[src/rtl/alu_issue_stage.sv]
// ID/EX issue stage: decodes ALUOp/funct into the ALU control code and selects operand B.
// Every output comes straight from a register, held in a 2-entry skid buffer.
module alu_issue_stage #(
    parameter int DATA_W = 32,
    parameter int CNT_W  = 16
) (
    input  logic              clk,
    input  logic              rst_n,
    input  logic              flush,
    input  logic              in_valid,
    output logic              in_ready,
    input  logic [1:0]        alu_op,
    input  logic [5:0]        funct,
    input  logic [DATA_W-1:0] rs_data,
    input  logic [DATA_W-1:0] rt_data,
    input  logic [15:0]       imm,
    input  logic              alu_src,
    output logic              out_valid,
    input  logic              out_ready,
    output logic [DATA_W-1:0] src1,
    output logic [DATA_W-1:0] src2,
    output logic [3:0]        ALU_control,
    output logic              illegal,
    output logic [CNT_W-1:0]  issue_cnt
);

    logic              r_outValid;
    logic [DATA_W-1:0] r_src1;
    logic [DATA_W-1:0] r_src2;
    logic [3:0]        r_ctrl;
    logic              r_illegal;
    logic              r_skidValid;
    logic [DATA_W-1:0] r_skidSrc1;
    logic [DATA_W-1:0] r_skidSrc2;
    logic [3:0]        r_skidCtrl;
    logic              r_skidIllegal;
    logic [CNT_W-1:0]  r_issueCnt;

    logic              w_inXfer;
    logic              w_outXfer;
    logic              w_outFree;
    logic [3:0]        w_ctrl;
    logic              w_illegal;
    logic [DATA_W-1:0] w_src2;

    assign in_ready  = ~r_skidValid;
    assign w_inXfer  = in_valid & ~r_skidValid;
    assign w_outXfer = r_outValid & out_ready;
    assign w_outFree = ~r_outValid | out_ready;
    assign w_src2    = alu_src ? {{(DATA_W-16){imm[15]}}, imm} : rt_data;

    // Undecodable encodings still flow through, flagged with 1111 and illegal.
    always_comb begin
        w_ctrl    = 4'b1111;
        w_illegal = 1'b1;
        case (alu_op)
            2'b00: begin w_ctrl = 4'b0010; w_illegal = 1'b0; end
            2'b01: begin w_ctrl = 4'b0110; w_illegal = 1'b0; end
            2'b10: begin
                case (funct)
                    6'b100000: begin w_ctrl = 4'b0010; w_illegal = 1'b0; end
                    6'b100010: begin w_ctrl = 4'b0110; w_illegal = 1'b0; end
                    6'b100100: begin w_ctrl = 4'b0000; w_illegal = 1'b0; end
                    6'b100101: begin w_ctrl = 4'b0001; w_illegal = 1'b0; end
                    6'b100111: begin w_ctrl = 4'b1100; w_illegal = 1'b0; end
                    6'b101010: begin w_ctrl = 4'b0111; w_illegal = 1'b0; end
                    default:   begin w_ctrl = 4'b1111; w_illegal = 1'b1; end
                endcase
            end
            default: begin w_ctrl = 4'b1111; w_illegal = 1'b1; end
        endcase
    end

    always_ff @(posedge clk or negedge rst_n) begin
        if (!rst_n) begin
            r_outValid    <= 1'b0;
            r_src1        <= '0;
            r_src2        <= '0;
            r_ctrl        <= 4'b0000;
            r_illegal     <= 1'b0;
            r_skidValid   <= 1'b0;
            r_skidSrc1    <= '0;
            r_skidSrc2    <= '0;
            r_skidCtrl    <= 4'b0000;
            r_skidIllegal <= 1'b0;
        end else if (flush) begin
            r_outValid  <= 1'b0;
            r_skidValid <= 1'b0;
        end else if (w_outFree) begin
            // Skid only fills while the output is stalled, so it always drains first.
            if (r_skidValid) begin
                r_outValid  <= 1'b1;
                r_src1      <= r_skidSrc1;
                r_src2      <= r_skidSrc2;
                r_ctrl      <= r_skidCtrl;
                r_illegal   <= r_skidIllegal;
                r_skidValid <= 1'b0;
            end else if (w_inXfer) begin
                r_outValid <= 1'b1;
                r_src1     <= rs_data;
                r_src2     <= w_src2;
                r_ctrl     <= w_ctrl;
                r_illegal  <= w_illegal;
            end else begin
                r_outValid <= 1'b0;
            end
        end else if (w_inXfer) begin
            r_skidValid   <= 1'b1;
            r_skidSrc1    <= rs_data;
            r_skidSrc2    <= w_src2;
            r_skidCtrl    <= w_ctrl;
            r_skidIllegal <= w_illegal;
        end
    end

    always_ff @(posedge clk or negedge rst_n) begin
        if (!rst_n) begin
            r_issueCnt <= '0;
        end else if (w_outXfer) begin
            r_issueCnt <= r_issueCnt + 1'b1;
        end
    end

    assign out_valid   = r_outValid;
    assign src1        = r_src1;
    assign src2        = r_src2;
    assign ALU_control = r_ctrl;
    assign illegal     = r_illegal;
    assign issue_cnt   = r_issueCnt;

endmodule
[config.mk]
export PLATFORM = sky130hd
export DESIGN_NAME = alu_issue_stage
export DESIGN_NICKNAME = d
export VERILOG_FILES = /design/src/rtl/alu_issue_stage.sv
export SDC_FILE = /design/constraint.sdc
export NUM_CORES = 1
export LEC_CHECK = 0
export CORE_MARGIN = 2
export CORE_UTILIZATION = 35
export CTS_CLUSTER_SIZE = 30
export DETAILED_ROUTE_END_ITERATION = 7
export PLACE_DENSITY_LB_ADDON = 0.3
export SYNTH_ARGS = -nofsm -noshare
export SYNTH_HDL_FRONTEND = slang
export SYNTH_SLANG_ARGS = --single-unit
export TNS_END_PERCENT = 10
[constraint.sdc]
create_clock -name clk -period 1.92 [get_ports clk]
set_input_delay 0.48 -clock clk [delete_from_list [all_inputs] [get_ports clk]]
set_output_delay 0.48 -clock clk [all_outputs]
set_load 0.01 [all_outputs]
Word-level counts from Yosys, hierarchy flattened
Cells that the tools add are included.
- reductions and logical operators: 8
- eq/ne operators: 8
- bitwise operators: 7
- $add $sub $neg: 1
- muxes and demuxes: 20
- operator list (operator ; number):
    $mux W32 ; 5
    $eq A6 B6 Y1 const B ; 6
    $pmux W4 S6 ; 1
    $add A16 B1 Y16 const B ; 1
    $pmux W4 S3 ; 1
    $mux W1 ; 10
    $mux W4 ; 2
    $reduce_and A3 Y1 ; 2
    $reduce_or A6 Y1 ; 1
    $not A1 Y1 ; 4
    $reduce_bool A2 Y1 ; 2
    $reduce_bool A3 Y1 ; 1
    $and A1 B1 Y1 ; 2
    $eq A2 B1 Y1 const B ; 1
    $eq A2 B2 Y1 const B ; 1
    $logic_not A2 Y1 ; 1
    $pmux W1 S2 ; 1
    $reduce_or A2 Y1 ; 1
    $or A1 B1 Y1 ; 1
- word-level logic and storage cells: 55
- output and inout bits: 87
- register bits: 156

Logic depth before layout (Yosys ltp)
Gate-level depths: netlist of the first run.
- depth in word-level cells: 6
- mapped depth: 8
- mapped depth without buffers: 5

Worst setup path before layout of the first run
No wires, ideal clock.
- path type: input to register
- start: input port funct[4]
- end: register r_skidCtrl[1]
- library setup time: 128 ps
- setup slack: 297 ps
- stages on the path: 4
- arrival: 1495 ps
- cell sequence: nand2b_1 or4_4 nor3_1 o21ai_1
- cells in the longest elaborated chain, start to end: 3
- RTL lines (element ; line ; text):
    start: declaration ; 13 ; input logic [5:0] funct,
    $eq A6 B6 Y1 ; 60 ; case (funct)
    $pmux W4 S6 * ; 60 ;
    $pmux W4 S3 * ; 56 ; case (alu_op)
    end signal: assignment ; 111 ; r_skidCtrl <= w_ctrl;
    end: declaration ; 35 ; logic [3:0] r_skidCtrl;
Mark *: on every way between the ends. The rest lies on a longest branch, timed or not.
A chain may end at the register's enable or synchronous reset.

Worst setup path after layout of the first run
- start: register r_issueCnt[3] (netlist: issue_cnt[3])
- end: output port issue_cnt[3]
- RTL lines (element ; line ; text):
    start: declaration ; 37 ; logic [CNT_W-1:0] r_issueCnt;
    start signal: assignment ; 120 ; r_issueCnt <= r_issueCnt + 1'b1;
    end: declaration ; 24 ; output logic [CNT_W-1:0] issue_cnt
No word-level cell between the ends.

==> impl_metrics.py, run 1 <==
metrics = {
    "worst_setup_path": {
        "critPathTopFamily": "buffers and inverters",
        "reg2reg_from": "r_skidValid",
        "worstPathRequired_ps": 1440,
        "end_kind": "output port",
        "reg2reg_slack_ps": 150,
        "critical_path_buf_inv_count": 1,
        "worstSetupPathType": "register to output port",
        "critPathArrivalTime_ps": 1380,
        "cpMaxStageDelayCell": "clkdlybuf4s50_1",
        "max_stage_delay_ps": 560,
        "start_kind": "register",
        "cp_max_fo": 4,
        "reg2reg_depth": 6,
        "r2r_end": "src2[8]",
        "path_cells": "clkdlybuf4s50_1",
    },
    "clock_tree": {
        "cts-root-buf": "clkbuf_16",
        "clkTransAtPathRegs_ps": 60,
        "htree_levels": 4,
        "insertion_delay_ps": 420,
        "cts_tree": "done",
        "numClockSinks": 156,
        "cts_buffer_depth": 2,
        "numCtsBuffers": 17,
    },
    "synth": {
        "syn-num-nets": 744,
        "yosysWarnings": 0,
        "synthDominantCellAreaShare_pct": 56.7,
        "synthTopCellsByArea": "dfrtp_1 (57%), mux2i_1 (9.3%), nand2_1 (5.9%)",
        "synth_area_um2": 6880,
        "yosysSeqAreaShare_pct": 56.7,
        "synth_cell_type_count": 36,
        "netlist_instances": 649,
        "synth.avg_cell_area_um2": 10.6,
        "yosysTopAreaCell": "dfrtp_1",
        "ys_ff_latch": 156,
    },
    "drt": {
        "vias": 5199,
        "first_iter_violations": 190,
        "viasPerCell": 4.61,
        "drt-total-wl_mm": 16.2,
        "drc": 0,
        "dr.pass1.iters": 4,
        "post_drt_wl_per_cell_um": 14.4,
        "ant_nets": 0,
    },
    "run": {
        "maxCapViolations": 0,
    },
    "floorplan": {
        "die_area_um2": 20800,
        "die_w_um": 144,
        "die_height_um": 144,
        "placementRows": 51,
        "initial_core_util_pct": 35.5,
        "ios": 181,
        "coreArea_um2": 19400,
    },
    "timing": {
        "finalCritPeriodShare_pct": 96.6,
        "fin_ws_ps": 64.4,
        "finalSetupViolations": 0,
        "slew_headroom_pct": 64.7,
        "rsz0062_at_grt": "false",
        "fin_crit_ps": 1860,
        "fmax_mhz": 539,
        "hold_viol": 0,
        "slew_viol_final": 0,
        "skew_ps": 10.4,
        "worstMarginPinSlew_ps": 530,
    },
    "power_and_ir_drop": {
        "p_leak_nw": 4.43,
        "power_density_nw_per_um2": 1000,
        "vdd_drop_max_mv": 0.615,
    },
    "layout": {
        "syn2layout_area_growth_pct": 44.0,
        "drive_gt1_share_pct": 14.3,
        "nFillCells": 1788,
        "finalNetCount": 944,
        "regArea_um2": 3910,
        "fin_area_um2": 9910,
        "multi_input_area_um2": 2740,
        "fin_cells": 1127,
        "n_antenna_cell": 0,
        "layout_common_cells": "clkdlybuf4s50_1 (170), dfrtp_1 (154), nand2_1 (109), mux2i_1 (64), o21ai_1 (61)",
        "final_common_cell": "clkdlybuf4s50_1",
    },
    "placement": {
        "place.gp.congestion": 0.744,
        "pre_cts_slack_ps": -262,
        "place_inst": 1094,
        "io_buffer_count": 180,
        "hpwl_mm": 11.5,
        "dpl_cell_area_um2": 9240,
    },
    "grt": {
        "grt_pass1_wl_mm": 26.2,
        "antenna_found_initial": 0,
        "grt_usage_pct": 16.2,
        "grt_max_degree": 50,
        "overflow": 0,
        "grt_pass1_vias": 5184,
    },
    "hold_path": {
        "min_from": "r_skidCtrl[2]",
        "hold_class": "register to register",
        "min_delay_worst_endpoint": "r_skidCtrl[2]",
        "min_path_cells": 2,
    },
    "status": {
        "status": "completed",
    },
}
worst min-delay path, cell delays in order, from the launching register on:
cell and delay [ps]:
dfrtp_1 330, nand2_1 50, o21ai_0 60
stage by stage:
step	setup TNS, ps	total power, mW	util, %	hold slack (ps)
floorplan	0	5.22	-	184
global placement	-10970	6.32	47.6	450
detailed placement	-13300	6.39	47.6	450
CTS	0	10.1	51.0	479
global route	0	10.5	51.1	502
finish	0	9.95	51.1	474
report_power, final:
group          switching [mW]  leakage [nW]  internal [mW]  total, mW
clock network            1.36         0.317           2.29       3.66
logic                   0.832          2.17           1.14       1.98
registers               0.379          1.95           3.94       4.31
total                    2.57          4.43           7.37       9.95
metal layers:
layer | track usage, % | routed length, µm | vias to the layer above
met5 | 0 | 0 | -
met3 | 5.23 | 1100 | 15
met4 | 5.37 | 180 | 0
met2 | 25.4 | 7290 | 128
li1 | - | - | 2629
met1 | 21.4 | 7610 | 2427
synthesized netlist by cell type, drive strengths merged:
| master | count |
|---|---|
| a21boi | 1 |
| xor2 | 4 |
| xnor2 | 11 |
| clkbuf | 18 |
| dfrtp | 156 |
| nor2 | 40 |
| and2 | 1 |
| o41ai | 2 |
| and3 | 2 |
| nand2 | 109 |
| o31ai | 1 |
| or2 | 1 |
| o211ai | 1 |
| a21oi | 39 |
| o21a | 2 |
| inv | 2 |
| nor4b | 1 |
| and3b | 1 |
| nor3 | 5 |
| nand2b | 2 |
| nor2b | 5 |
| mux2i | 64 |
| buf | 26 |
| a211oi | 1 |
| or3 | 1 |
| nand4 | 3 |
| or4 | 2 |
| nand3 | 7 |
| ha | 1 |
| mux2 | 33 |
| o21ai | 107 |
repair_timing:
action	CTS	global route
pin swaps	0	0
endpoints found under the hold margin	10	0
gates resized for setup	3	6
gates cloned	0	0
endpoints found under the setup margin	3	6
setup buffers	0	0
hold buffers	1	0
sequential cells by signal, summed over array words and instances (netlist names), 4 cells and up:
signal,count
r_skidCtrl,4
r_skidSrc2,32
src2,32
r_skidSrc1,32
issue_cnt,16
src1,32
ALU_control,4
worst max path at each step:
| stage | startpoint | to | slack (ps) | cells after the start |
|---|---|---|---|---|
| global placement | alu_op[0] | ALU_control[0] | -290 | 6 |
| floorplan | funct[4] | r_skidCtrl[1] | 300 | 4 |
| finish | issue_cnt[3] | issue_cnt[3] | 60 | 1 |
| CTS | issue_cnt[6] | issue_cnt[6] | 0.2 | 1 |
| detailed placement | alu_op[0] | ALU_control[0] | -260 | 6 |
| global route | issue_cnt[3] | issue_cnt[3] | 0.1 | 1 |
kinds of logic (layout without fill, tap and decap cells):
kind of cell             count (synthesis)  after routing  share of synthesized area, %
AND/OR/NAND/NOR                        180            180                          11.0
flip-flops                             156            156                          56.7
multiplexers                            97             97                          14.7
adder cells (fa/ha/maj)                  1              1                         0.182
AO/OA/AOI/OAI                          154            154                          11.8
buffers and inverters                   46            259                          3.71
XOR/XNOR                                15             15                          1.91
layout make-up:
type	instances	share of cell area [%]
multi-input combinational	447	27.7
inverter	2	0.0757
timing repair buffer	225	23.0
sequential	156	39.4
tap	265	3.34
clock buffer	20	4.71
clock inverter	12	1.83
Note: power is estimated with default switching activity, not from simulation.
==> run 2: changes to the inputs <==
--- a/config.mk
+++ b/config.mk
@@ -6,7 +6,7 @@
 export NUM_CORES = 1
 export LEC_CHECK = 0
 export CORE_MARGIN = 2
-export CORE_UTILIZATION = 35
+export CORE_UTILIZATION = 49
 export CTS_CLUSTER_SIZE = 30
 export DETAILED_ROUTE_END_ITERATION = 7
 export PLACE_DENSITY_LB_ADDON = 0.3
==> run 2 against run 1 <==
- sequential share of layout area increased by 0.86 points
- non-clock buffer count decreased by 8
- design area decreased by 2.1%
- cell count decreased by 8.3%
- critical path depth unchanged
- count of clock-buffer cells in the layout increased by 4
- first-iteration DRC count increased by 83%
- maximum frequency decreased by 0.72%
- clock skew decreased by 4.5 ps
- register-to-register slack improved by 180 ps
- clock power decreased by 5%
- global-route usage increased by 6.8 points
==> impl_metrics.py, run 2 (synthesis gave the netlist of run 1 again) <==
metrics = {
    "worst_setup_path": {
        "worstPathRequired_ps": 1440,
        "worstSetupStartpoint": "issue_cnt[1]",
        "cp_max_fo": 4,
        "critical_path_buf_inv_count": 1,
        "worstSetupPathType": "register to output port",
        "critPathTopFamily": "buffers and inverters",
        "end_kind": "output port",
        "path_cells": "clkdlybuf4s50_1",
        "cp.depth": 1,
        "start_kind": "register",
        "cpMaxStageDelayCell": "clkdlybuf4s50_1",
        "reg2reg_from": "r_skidValid",
        "reg2reg_depth": 4,
        "max_stage_delay_ps": 560,
        "critPathArrivalTime_ps": 1390,
    },
    "floorplan": {
        "die_w_um": 123,
        "die_area_um2": 15000,
        "coreArea_um2": 13800,
        "placementRows": 43,
        "die_height_um": 123,
        "ios": 181,
        "initial_core_util_pct": 49.8,
    },
    "hold_path": {
        "hold_class": "register to register",
        "min_from": "issue_cnt[15]",
        "min_path_cells": 1,
    },
    "clock_tree": {
        "cts_buffer_depth": 2,
        "insertion_delay_ps": 430,
        "cts_tree": "done",
        "htree_levels": 4,
        "numCtsBuffers": 17,
        "cts-root-buf": "clkbuf_16",
        "numClockSinks": 156,
        "clkTransAtPathRegs_ps": 60,
    },
    "timing": {
        "slew_headroom_pct": 48.6,
        "holdWs_ps": 479,
        "worstMarginPinSlew_ps": 771,
        "finalSetupViolations": 0,
        "fmax_mhz": 535,
        "slew_viol_final": 0,
        "fin_crit_ps": 1870,
        "hold_viol": 0,
        "tns_ps": 0,
        "skew_ps": 5.99,
        "rsz0062_at_grt": "false",
        "finalCritPeriodShare_pct": 97.4,
    },
    "drt": {
        "drc": 0,
        "ant_nets": 0,
        "first_iter_violations": 347,
        "post_drt_wl_per_cell_um": 15.8,
        "drt-total-wl_mm": 16.3,
        "dr.pass1.iters": 4,
        "vias": 5374,
        "viasPerCell": 5.20,
    },
    "layout": {
        "regArea_um2": 3910,
        "multi_input_area_um2": 2740,
        "syn2layout_area_growth_pct": 41.0,
        "final_common_cell": "clkdlybuf4s50_1",
        "n_antenna_cell": 0,
        "drive_gt1_share_pct": 13.4,
        "nFillCells": 978,
        "finalNetCount": 936,
        "layout_common_cells": "clkdlybuf4s50_1 (171), dfrtp_1 (152), nand2_1 (109), mux2i_1 (64), o21ai_1 (61)",
    },
    "grt": {
        "grt_max_degree": 72,
        "grt_pass1_vias": 5433,
        "grt_pass1_wl_mm": 26.7,
        "grt_usage_pct": 23.1,
        "antenna_found_initial": 0,
        "overflow": 0,
    },
    "power_and_ir_drop": {
        "power_mw": 9.81,
        "vdd_drop_max_mv": 0.648,
        "p_leak_nw": 4.36,
        "power_density_nw_per_um2": 1010,
    },
    "status": {
        "status": "completed",
    },
    "run": {
        "maxCapViolations": 0,
    },
    "placement": {
        "io_buffer_count": 180,
        "hpwl_mm": 11.5,
        "place.gp.congestion": 0.795,
    },
}
==> run 2: final cells by class <==
cell class                      count  area share [%]
Timing Repair Buffer              217            22.8
Tap cell                          180            2.32
Sequential cell                   156            40.3
Multi-Input combinational cell    447            28.3
Clock inverter                      7            1.13
Inverter                            2          0.0773
Clock buffer                       24            5.17
==> run 2: metrics by stage <==
step           std cells  util, %  instance area, µm²  setup slack, ps
2_1_floorplan        649        -                6880              297
3_3_place_gp        1001     65.6                9080             -234
5_1_grt             1033     70.2                9710             1.10
4_1_cts             1033     70.1                9700            0.562
6_report            1033     70.2                9710             50.9
3_5_place_dp        1001     65.6                9080             -232
==> run 2: where the power goes <==
group	switching [mW]	leakage (nW)	internal, mW
logic	0.860	2.10	1.14
registers	0.396	1.95	3.94
clock network	1.27	0.306	2.20
==> run 2: repair_timing <==
item	4_1_cts	5_1_grt
endpoints found under the setup margin	4	6
hold buffers	1	0
resized for setup	4	6
endpoints found under the hold margin	32	0
buffers inserted	0	0
==> run 2: worst paths after layout <==
path                                 endpoint  slack (ps)
worst max-delay path             issue_cnt[1]          50
worst min-delay path            issue_cnt[15]         480
worst max register to register       src2[26]         330
worst min register to register  issue_cnt[15]         480
max in group asynchronous        issue_cnt[2]         780
min in group asynchronous       r_skidSrc2[8]         530
==> run 2: per-layer routing <==
metal / wire length (µm) / global-route usage (%) / vias up
met5: 0 / 0 / -
met3: 980 / 6.37 / 22
met4: 268 / 7.97 / 0
met2: 8030 / 37.6 / 148
met1: 7030 / 29.7 / 2594
li1: - / - / 2610
==> run 3: changes to the inputs <==
--- a/config.mk
+++ b/config.mk
@@ -5,8 +5,7 @@
 export SDC_FILE = /design/constraint.sdc
 export NUM_CORES = 1
 export LEC_CHECK = 0
-export CORE_MARGIN = 2
-export CORE_UTILIZATION = 49
+export CORE_UTILIZATION = 47
 export CTS_CLUSTER_SIZE = 30
 export DETAILED_ROUTE_END_ITERATION = 7
 export PLACE_DENSITY_LB_ADDON = 0.3
==> run 3 against run 2 <==
- global-route usage down 0.80 points
- first-iteration DRC count fell by 36%
- design area shrank 0.53%
- via count stayed put
- highest routed layer unchanged
==> impl_metrics.py, run 3 (synthesis gave the netlist of run 1 again) <==
metrics = {
    "floorplan": {
        "die_w_um": 123,
        "die_height_um": 123,
        "placementRows": 43,
        "coreArea_um2": 14100,
        "ios": 181,
        "die_area_um2": 15100,
        "initial_core_util_pct": 48.8,
    },
    "power_and_ir_drop": {
        "power_density_nw_per_um2": 983,
        "clock_power_share_pct": 33.5,
        "p_leak_nw": 4.33,
        "intPower_mw": 7.02,
        "vdd_drop_max_mv": 0.629,
        "switchingPower_mw": 2.47,
        "combPwrFrac_pct": 20.9,
        "pwr-share-seq_pct": 45.6,
        "swShare_pct": 26.1,
    },
    "clock_tree": {
        "cts-root-buf": "clkbuf_16",
        "hold_buffers": 0,
        "insertion_delay_ps": 410,
        "clkTransAtPathRegs_ps": 60,
        "post_cts_buffers": 0,
        "htree_levels": 4,
        "cts_buffer_depth": 2,
        "numClockSinks": 156,
        "cts_tree": "done",
        "numCtsBuffers": 17,
    },
    "grt": {
        "grt_pass1_vias": 5437,
        "grt_usage_pct": 22.3,
        "grt_max_degree": 79,
        "grt_pass1_wl_mm": 25.9,
        "overflow": 0,
        "antenna_found_initial": 0,
    },
    "layout": {
        "finalNetCount": 937,
        "nFillCells": 1112,
        "multi_input_area_um2": 2740,
        "layout_common_cells": "clkdlybuf4s50_1 (171), dfrtp_1 (153), nand2_1 (109), mux2i_1 (64), o21ai_1 (61)",
        "regArea_um2": 3910,
        "drive_gt1_share_pct": 13.3,
        "syn2layout_area_growth_pct": 40.3,
        "final_common_cell": "clkdlybuf4s50_1",
        "final_util_pct": 68.5,
        "n_antenna_cell": 0,
    },
    "run": {
        "maxCapViolations": 0,
    },
    "worst_setup_path": {
        "max_stage_delay_ps": 560,
        "reg2reg_from": "out_valid",
        "path_cells": "clkdlybuf4s50_1",
        "critPathTopFamily": "buffers and inverters",
        "worstPathRequired_ps": 1440,
        "worstSetupPathType": "register to output port",
        "cpMaxStageDelayCell": "clkdlybuf4s50_1",
        "end_kind": "output port",
        "r2r_end": "src1[1]",
        "reg2reg_slack_ps": 310,
        "critical_path_buf_inv_count": 1,
        "critPathArrivalTime_ps": 1380,
        "cp_max_fo": 4,
        "reg2reg_depth": 5,
        "start_kind": "register",
    },
    "drt": {
        "first_iter_violations": 221,
        "drt-total-wl_mm": 15.8,
        "drc": 0,
        "ant_nets": 0,
        "viasPerCell": 5.21,
        "post_drt_wl_per_cell_um": 15.3,
        "vias": 5374,
        "dr.pass1.iters": 4,
    },
    "timing": {
        "slew_viol_final": 0,
        "fmax_mhz": 539,
        "tns_ps": 0,
        "worstMarginPinSlew_ps": 526,
        "rsz0062_at_grt": "false",
        "holdWs_ps": 11.6,
        "hold_viol": 0,
        "finalSetupViolations": 0,
        "slew_headroom_pct": 65.0,
        "fin_crit_ps": 1860,
        "skew_ps": 4.81,
        "finalCritPeriodShare_pct": 96.7,
    },
    "hold_path": {
        "hold_class": "primary input to async pin",
    },
    "placement": {
        "io_buffer_count": 180,
        "hpwl_mm": 11.3,
        "place.gp.congestion": 0.768,
    },
    "status": {
        "status": "completed",
    },
}
-- run 3: cell types whose count changed in the layout (fill, tap and decap cells not counted), sizes merged --
cell / before / now
dlygate4sd3: 1 / 0
clkinv: 4 / 5
dlymetal6s2s: 4 / 5
clkbuf: 24 / 20
bufinv: 3 / 2
clkinvlp: 0 / 1
buf: 38 / 40
dlygate4sd2: 3 / 2
-- run 3: cell type report --
class	instances	share of cell area [%]
Sequential cell	156	40.5
Tap cell	180	2.33
Clock inverter	8	0.998
Timing Repair Buffer	218	23.0
Inverter	2	0.0777
Clock buffer	20	4.73
Multi-Input combinational cell	447	28.4
-- run 3: metrics by stage --
| stage | area (µm²) | total power [mW] | instances | setup slack, ps |
|---|---|---|---|---|
| after floorplan | 6880 | 5.22 | 649 | 297 |
| after global placement | 9090 | 6.27 | 1003 | -223 |
| after detailed placement | 9090 | 6.40 | 1003 | -239 |
| after CTS | 9640 | 9.59 | 1031 | 15.4 |
| after global routing | 9660 | 9.98 | 1031 | 12.7 |
| final | 9660 | 9.49 | 1031 | 63.4 |
-- run 3: worst max-delay path by stage --
| stage | from | end | slack, ps | depth (start not counted) |
|---|---|---|---|---|
| 2_1_floorplan | funct[4] | r_skidCtrl[1] | 300 | 4 |
| 3_3_place_gp | alu_op[0] | ALU_control[0] | -220 | 6 |
| 3_5_place_dp | funct[4] | ALU_control[1] | -240 | 5 |
| 4_1_cts | out_valid | out_valid | 20 | 1 |
| 5_1_grt | issue_cnt[10] | issue_cnt[10] | 10 | 1 |
| 6_report | issue_cnt[10] | issue_cnt[10] | 60 | 1 |
-- run 3: what timing repair did --
item | in CTS | in global routing
endpoints found under the setup margin | 3 | 6
hold endpoints to repair | 0 | 0
pin swaps | 0 | 0
resized for setup | 3 | 6
-- run 3: layer usage --
layer | global-route usage (%) | wire [µm] | part of all wire, %
met5 | 0 | 0 | 0
met4 | 7.68 | 250 | 1.6
met3 | 6.13 | 854 | 5.4
met2 | 38.1 | 7940 | 50
met1 | 27.0 | 6760 | 43
-- run 3: power groups by stage --
stage,logic (mW),registers (mW),clock network [mW]
4_1_cts,2.02,4.33,3.24
5_1_grt,2.21,4.41,3.36
3_3_place_gp,1.93,4.34,0
2_1_floorplan,0.787,4.43,0
3_5_place_dp,2.01,4.39,0
6_report,1.98,4.33,3.18
==> RTL edit 1, RTL diff (settings of run 2) <==
Change the parameter `DATA_W` from 32 to 36.
--- a/src/rtl/alu_issue_stage.sv
+++ b/src/rtl/alu_issue_stage.sv
@@ -2,5 +2,5 @@
 // Every output comes straight from a register, held in a 2-entry skid buffer.
 module alu_issue_stage #(
-    parameter int DATA_W = 32,
+    parameter int DATA_W = 36,
     parameter int CNT_W  = 16
 ) (
Interface: changed (resized rs_data, rt_data, src1 and src2); port bits go from 181 to 197. No check against the original RTL was run, so the function may have changed too.
==> RTL edit 1 against run 2 <==
  * Critical path type unchanged
  * Total power is 5.3% higher
  * Synthesized area is 9.1% higher
  * Final area is 8.1% higher
  * Routed wire length is 6.7% higher
  * Critical path depth stayed put
  * Largest cell class unchanged
  * Utilization is 0.65 points lower
  * Worst setup slack better by 0.0012 ns
  * Die area is 8.8% higher
  * Sequential cell count is 16 higher
==> RTL edit 1: results (changes against run 2) <==
| Metric | Value |
|---|---|
| Met2 global-route usage | `34.3% (was 37.6%)` |
| WL final | `17400 µm (was 16300 µm)` |
| Register area share after synthesis | `57.3% (was 56.7%)` |
| Total combinational power | `2130 µW (was 2000 µW)` |
| Max VDD drop | `0.585 mV (was 0.648 mV)` |
| Multiplexer fraction of the synthesized cell area | `15.1% (was 14.7%)` |
| Post-synthesis sequential element count | `172 (was 156)` |
| DR WL/cell | `15.5 µm (was 15.8 µm)` |
| Standby leakage power | `0.00468 µW (was 0.00436 µW)` |
| Count of unique library cells instantiated by Yosys | `37 (was 36)` |
| Fraction of area in multi-input gates | `28.5% (was 28.3%)` |
| Grt met1 use | `29.5% (was 29.7%)` |
| P_sw | `2780 µW (was 2530 µW)` |
| Clock network contribution to total cell area | `5.67% (was 6.30%)` |
| Post-detailed-placement cell area | `0.00989 mm² (was 0.00908 mm²)` |
| Fraction of final layout cells sized beyond drive strength 1 | `12.7% (was 13.4%)` |
| Switching portion of total power | `26.9% (was 25.8%)` |
| Number of clock buffers in the layout | `19 (was 24)` |
| Via count of the first global-routing pass | `5768 (was 5433)` |
| Instance count of the mapped netlist | `713 (was 649)` |
| Non-clock buffer contribution to total cell area | `22.5% (was 22.8%)` |
| Buffers added on ports | `196 (was 180)` |
| Total nets after synthesis | `816 (was 744)` |
| FF/Latch Area | `0.00431 mm² (was 0.00391 mm²)` |
| Largest cells by area after synthesis | `dfrtp_1 (57%), mux2i_1 (9.6%), o21ai_0 (7.2%) (was dfrtp_1 (57%), mux2i_1 (9.3%), nand2_1 (5.9%))` |
| Compound-Gate Fraction of Synth Area | `11.7% (was 11.8%)` |
| Clk pin slew, worst setup/hold paths | `0.07 ns` |
| Met3 Use GR | `6.51% (was 6.37%)` |
| Delay of the slowest cell on the worst path | `0.59 ns (was 0.56 ns)` |
| Final HPWL DP | `11900 µm (was 11500 µm)` |
| Number of vias in the routed layout | `5864 (was 5374)` |
| Largest net degree at the start of global routing | `90 (was 72)` |
| Xor/xnor share of the synthesized area | `1.75% (was 1.91%)` |
| Number of non-clock buffers | `237 (was 217)` |
| Classification of the worst-slack hold path | `primary input to async pin (was flip-flop to flip-flop)` |
| Number of inserted filler cells in the final layout | `1159 (was 978)` |
| Placed insts | `1088 (was 1001)` |
| Global routing usage summed across all routing layers | `21.9% (was 23.1%)` |
| Routed wl met3 | `1130 µm (was 980 µm)` |
| Row count | `45 (was 43)` |
| Commonest cells post-synth | `dfrtp_1 (172), nand2_1 (121), o21ai_0 (108) (was dfrtp_1 (156), nand2_1 (109), mux2i_1 (64))` |
| Worst slew pin tran | `0.721 ns (was 0.771 ns)` |
| Met2 wire len | `8190 µm (was 8030 µm)` |
| Power Density | `984 mW/mm² (was 1010 mW/mm²)` |
| Non-clock inverters | `2 (unchanged)` |
| Clock skew | `0.00708 ns (was 0.00599 ns)` |
| NumNets Final | `1024 (was 936)` |
| #MultiIn Comb | `491 (was 447)` |
| Adder-cell share of the synthesized area | `0.167% (was 0.182%)` |
| Result of the run | `complete, no violations (unchanged)` |
RTL edit 1: cell families (layout without fill, tap and decap cells):
| logic type | Yosys count | count (layout) |
|---|---|---|
| XOR/XNOR | 15 | 15 |
| buffers and inverters | 50 | 271 |
| AND/OR/NAND/NOR | 196 | 196 |
| AO/OA/AOI/OAI | 170 | 170 |
| flip-flops | 172 | 172 |
| adder cells (fa/ha/maj) | 1 | 1 |
| multiplexers | 109 | 109 |
RTL edit 1: worst paths after layout:
kind | startpoint | endpoint | slack [ns] | cells past startpoint
max in group asynchronous | rst_n | r_skidValid | 1.43 | 2
min | rst_n | r_skidSrc2[17] | 0.05 | 2
max | ALU_control[1] | ALU_control[1] | 0.05 | 1
min reg2reg | issue_cnt[15] | issue_cnt[15] | 0.47 | 1
max reg2reg | r_skidValid | src2[34] | 0.28 | 4
min in group clk | issue_cnt[15] | issue_cnt[15] | 0.47 | 1
RTL edit 1: what timing repair did:
action,in CTS,in global routing
setup buffers,0,2
gates resized for setup,6,1
setup endpoints to repair,6,2
==> RTL edit 2, RTL diff (config.mk and constraints of run 2) <==
Made on the original files. Reset style: synchronous (`rst_n`), changed in 2 clocked blocks.
--- a/src/rtl/alu_issue_stage.sv
+++ b/src/rtl/alu_issue_stage.sv
@@ -72,5 +72,5 @@
     end
 
-    always_ff @(posedge clk or negedge rst_n) begin
+    always_ff @(posedge clk) begin
         if (!rst_n) begin
             r_outValid    <= 1'b0;
@@ -114,5 +114,5 @@
     end
 
-    always_ff @(posedge clk or negedge rst_n) begin
+    always_ff @(posedge clk) begin
         if (!rst_n) begin
             r_issueCnt <= '0;
Formal check against the unedited RTL: differs if rst_n is asserted again (counterexample within 4 cycles, from zero or initial values and one cycle with rst_n low); with rst_n held inactive, the same outputs for 4 cycles.
==> RTL edit 2 against run 2 <==
  * Via count increased by 11%
  * Final area shrank 0.54%
  * Utilization down 1.2 points
  * Cell count increased by 8.8%
  * Sequential share of layout area fell by 7.9 points
  * Sequential cell count stayed put
  * Hold slack worse by 0.11 ns
  * Count of clock-buffer cells in the layout down 6
  * Worst setup slack improved by 0.0066 ns
  * Synthesized cell count grew 18%
  * Synthesized area increased by 2.9%
  * Routed wire length grew 2.1%
  * Largest cell class is now multi-input combinational cells
  * Highest routed layer unchanged
Power is not compared: it rests on default switching activity, and its combinational part moved more than twofold at a synthesized area within 25%.
==> RTL edit 2: results (changes against run 2) <==
| Metric | Value |
|---|---|
| Result of the run | `complete, no violations (unchanged)` |
| Commonest cells post-synth | `nand2_1 (208), dfxtp_1 (156), mux2i_1 (70) (was dfrtp_1 (156), nand2_1 (109), mux2i_1 (64))` |
| R2R Setup Slk | `0.41 ns (was 0.33 ns)` |
| Clock network contribution to total cell area | `5.82% (was 6.30%)` |
| Number of non-clock buffers | `210 (was 217)` |
| Main flop type after synthesis | `dfxtp_1 (was dfrtp_1)` |
| Non-clock inverters | `3 (was 2)` |
| Final HPWL DP | `10900 µm (was 11500 µm)` |
| Non-clock buffer contribution to total cell area | `22.5% (was 22.8%)` |
| Register area share after synthesis | `44.1% (was 56.7%)` |
| Global routing usage summed across all routing layers | `21.7% (was 23.1%)` |
| Worst slew pin tran | `0.658 ns (was 0.771 ns)` |
| Sequential fraction of total cell area | `32.4% (was 40.3%)` |
| Global-route wire length before repair | `28000 µm (was 26700 µm)` |
| DR WL/cell | `14.8 µm (was 15.8 µm)` |
| Largest net degree at the start of global routing | `111 (was 72)` |
| Largest cells by area after synthesis | `dfxtp_1 (44%), nand2_1 (11%), mux2i_1 (9.9%) (was dfrtp_1 (57%), mux2i_1 (9.3%), nand2_1 (5.9%))` |
| Detailed Route Iter0 Violations | `367 (was 347)` |
| Async S/R FF share, synth | `0% (was 100%)` |
| Reg-to-Reg End | `src2[21] (was src2[26])` |
| Start point of the worst hold path | `rst_n (was issue_cnt[15])` |
| Growth of design area from synthesis to finish | `36.3% (was 41.0%)` |
| Fraction of final layout cells sized beyond drive strength 1 | `8.69% (was 13.4%)` |
| Source of the critical timing path | `issue_cnt[8] (was issue_cnt[1])` |
| Classification of the worst-slack hold path | `primary input to flip-flop (was flip-flop to flip-flop)` |
| Die area | `0.0154 mm² (was 0.0150 mm²)` |
| Total nets after synthesis | `862 (was 744)` |
| NumNets Final | `1026 (was 936)` |
| RePlAce Congestion | `0.852 (was 0.795)` |
| Maximum frequency from static timing analysis | `537 MHz (was 535 MHz)` |
| Number of clock buffers in the layout | `18 (was 24)` |
==> RTL edit 2: cell families (layout without fill, tap and decap cells) <==
family / Yosys count / count (layout) / share of synthesized area (%)
AND/OR/NAND/NOR: 278 / 278 / 17.4
AO/OA/AOI/OAI: 184 / 184 / 21.3
flip-flops: 156 / 156 / 44.1
multiplexers: 70 / 70 / 9.89
buffers and inverters: 68 / 245 / 5.88
XOR/XNOR: 10 / 10 / 1.24
adder cells (fa/ha/maj): 1 / 1 / 0.177
==> RTL edit 2: stage by stage <==
step | setup TNS [ns] | std cells | hold WS [ns]
after floorplan | 0 | 767 | 0.435
after global placement | -7.06 | 1092 | 0.438
after detailed placement | -8.92 | 1092 | 0.445
after CTS | 0 | 1124 | 0.353
after global routing | 0 | 1124 | 0.363
final | 0 | 1124 | 0.369
==> RTL edit 2: metal layers <==
layer  track usage (%)  share of wire [%]
met1              28.4                 46
met2              34.0                 46
met3              5.88                5.6
met4              8.39                2.0
met5                 0                  0
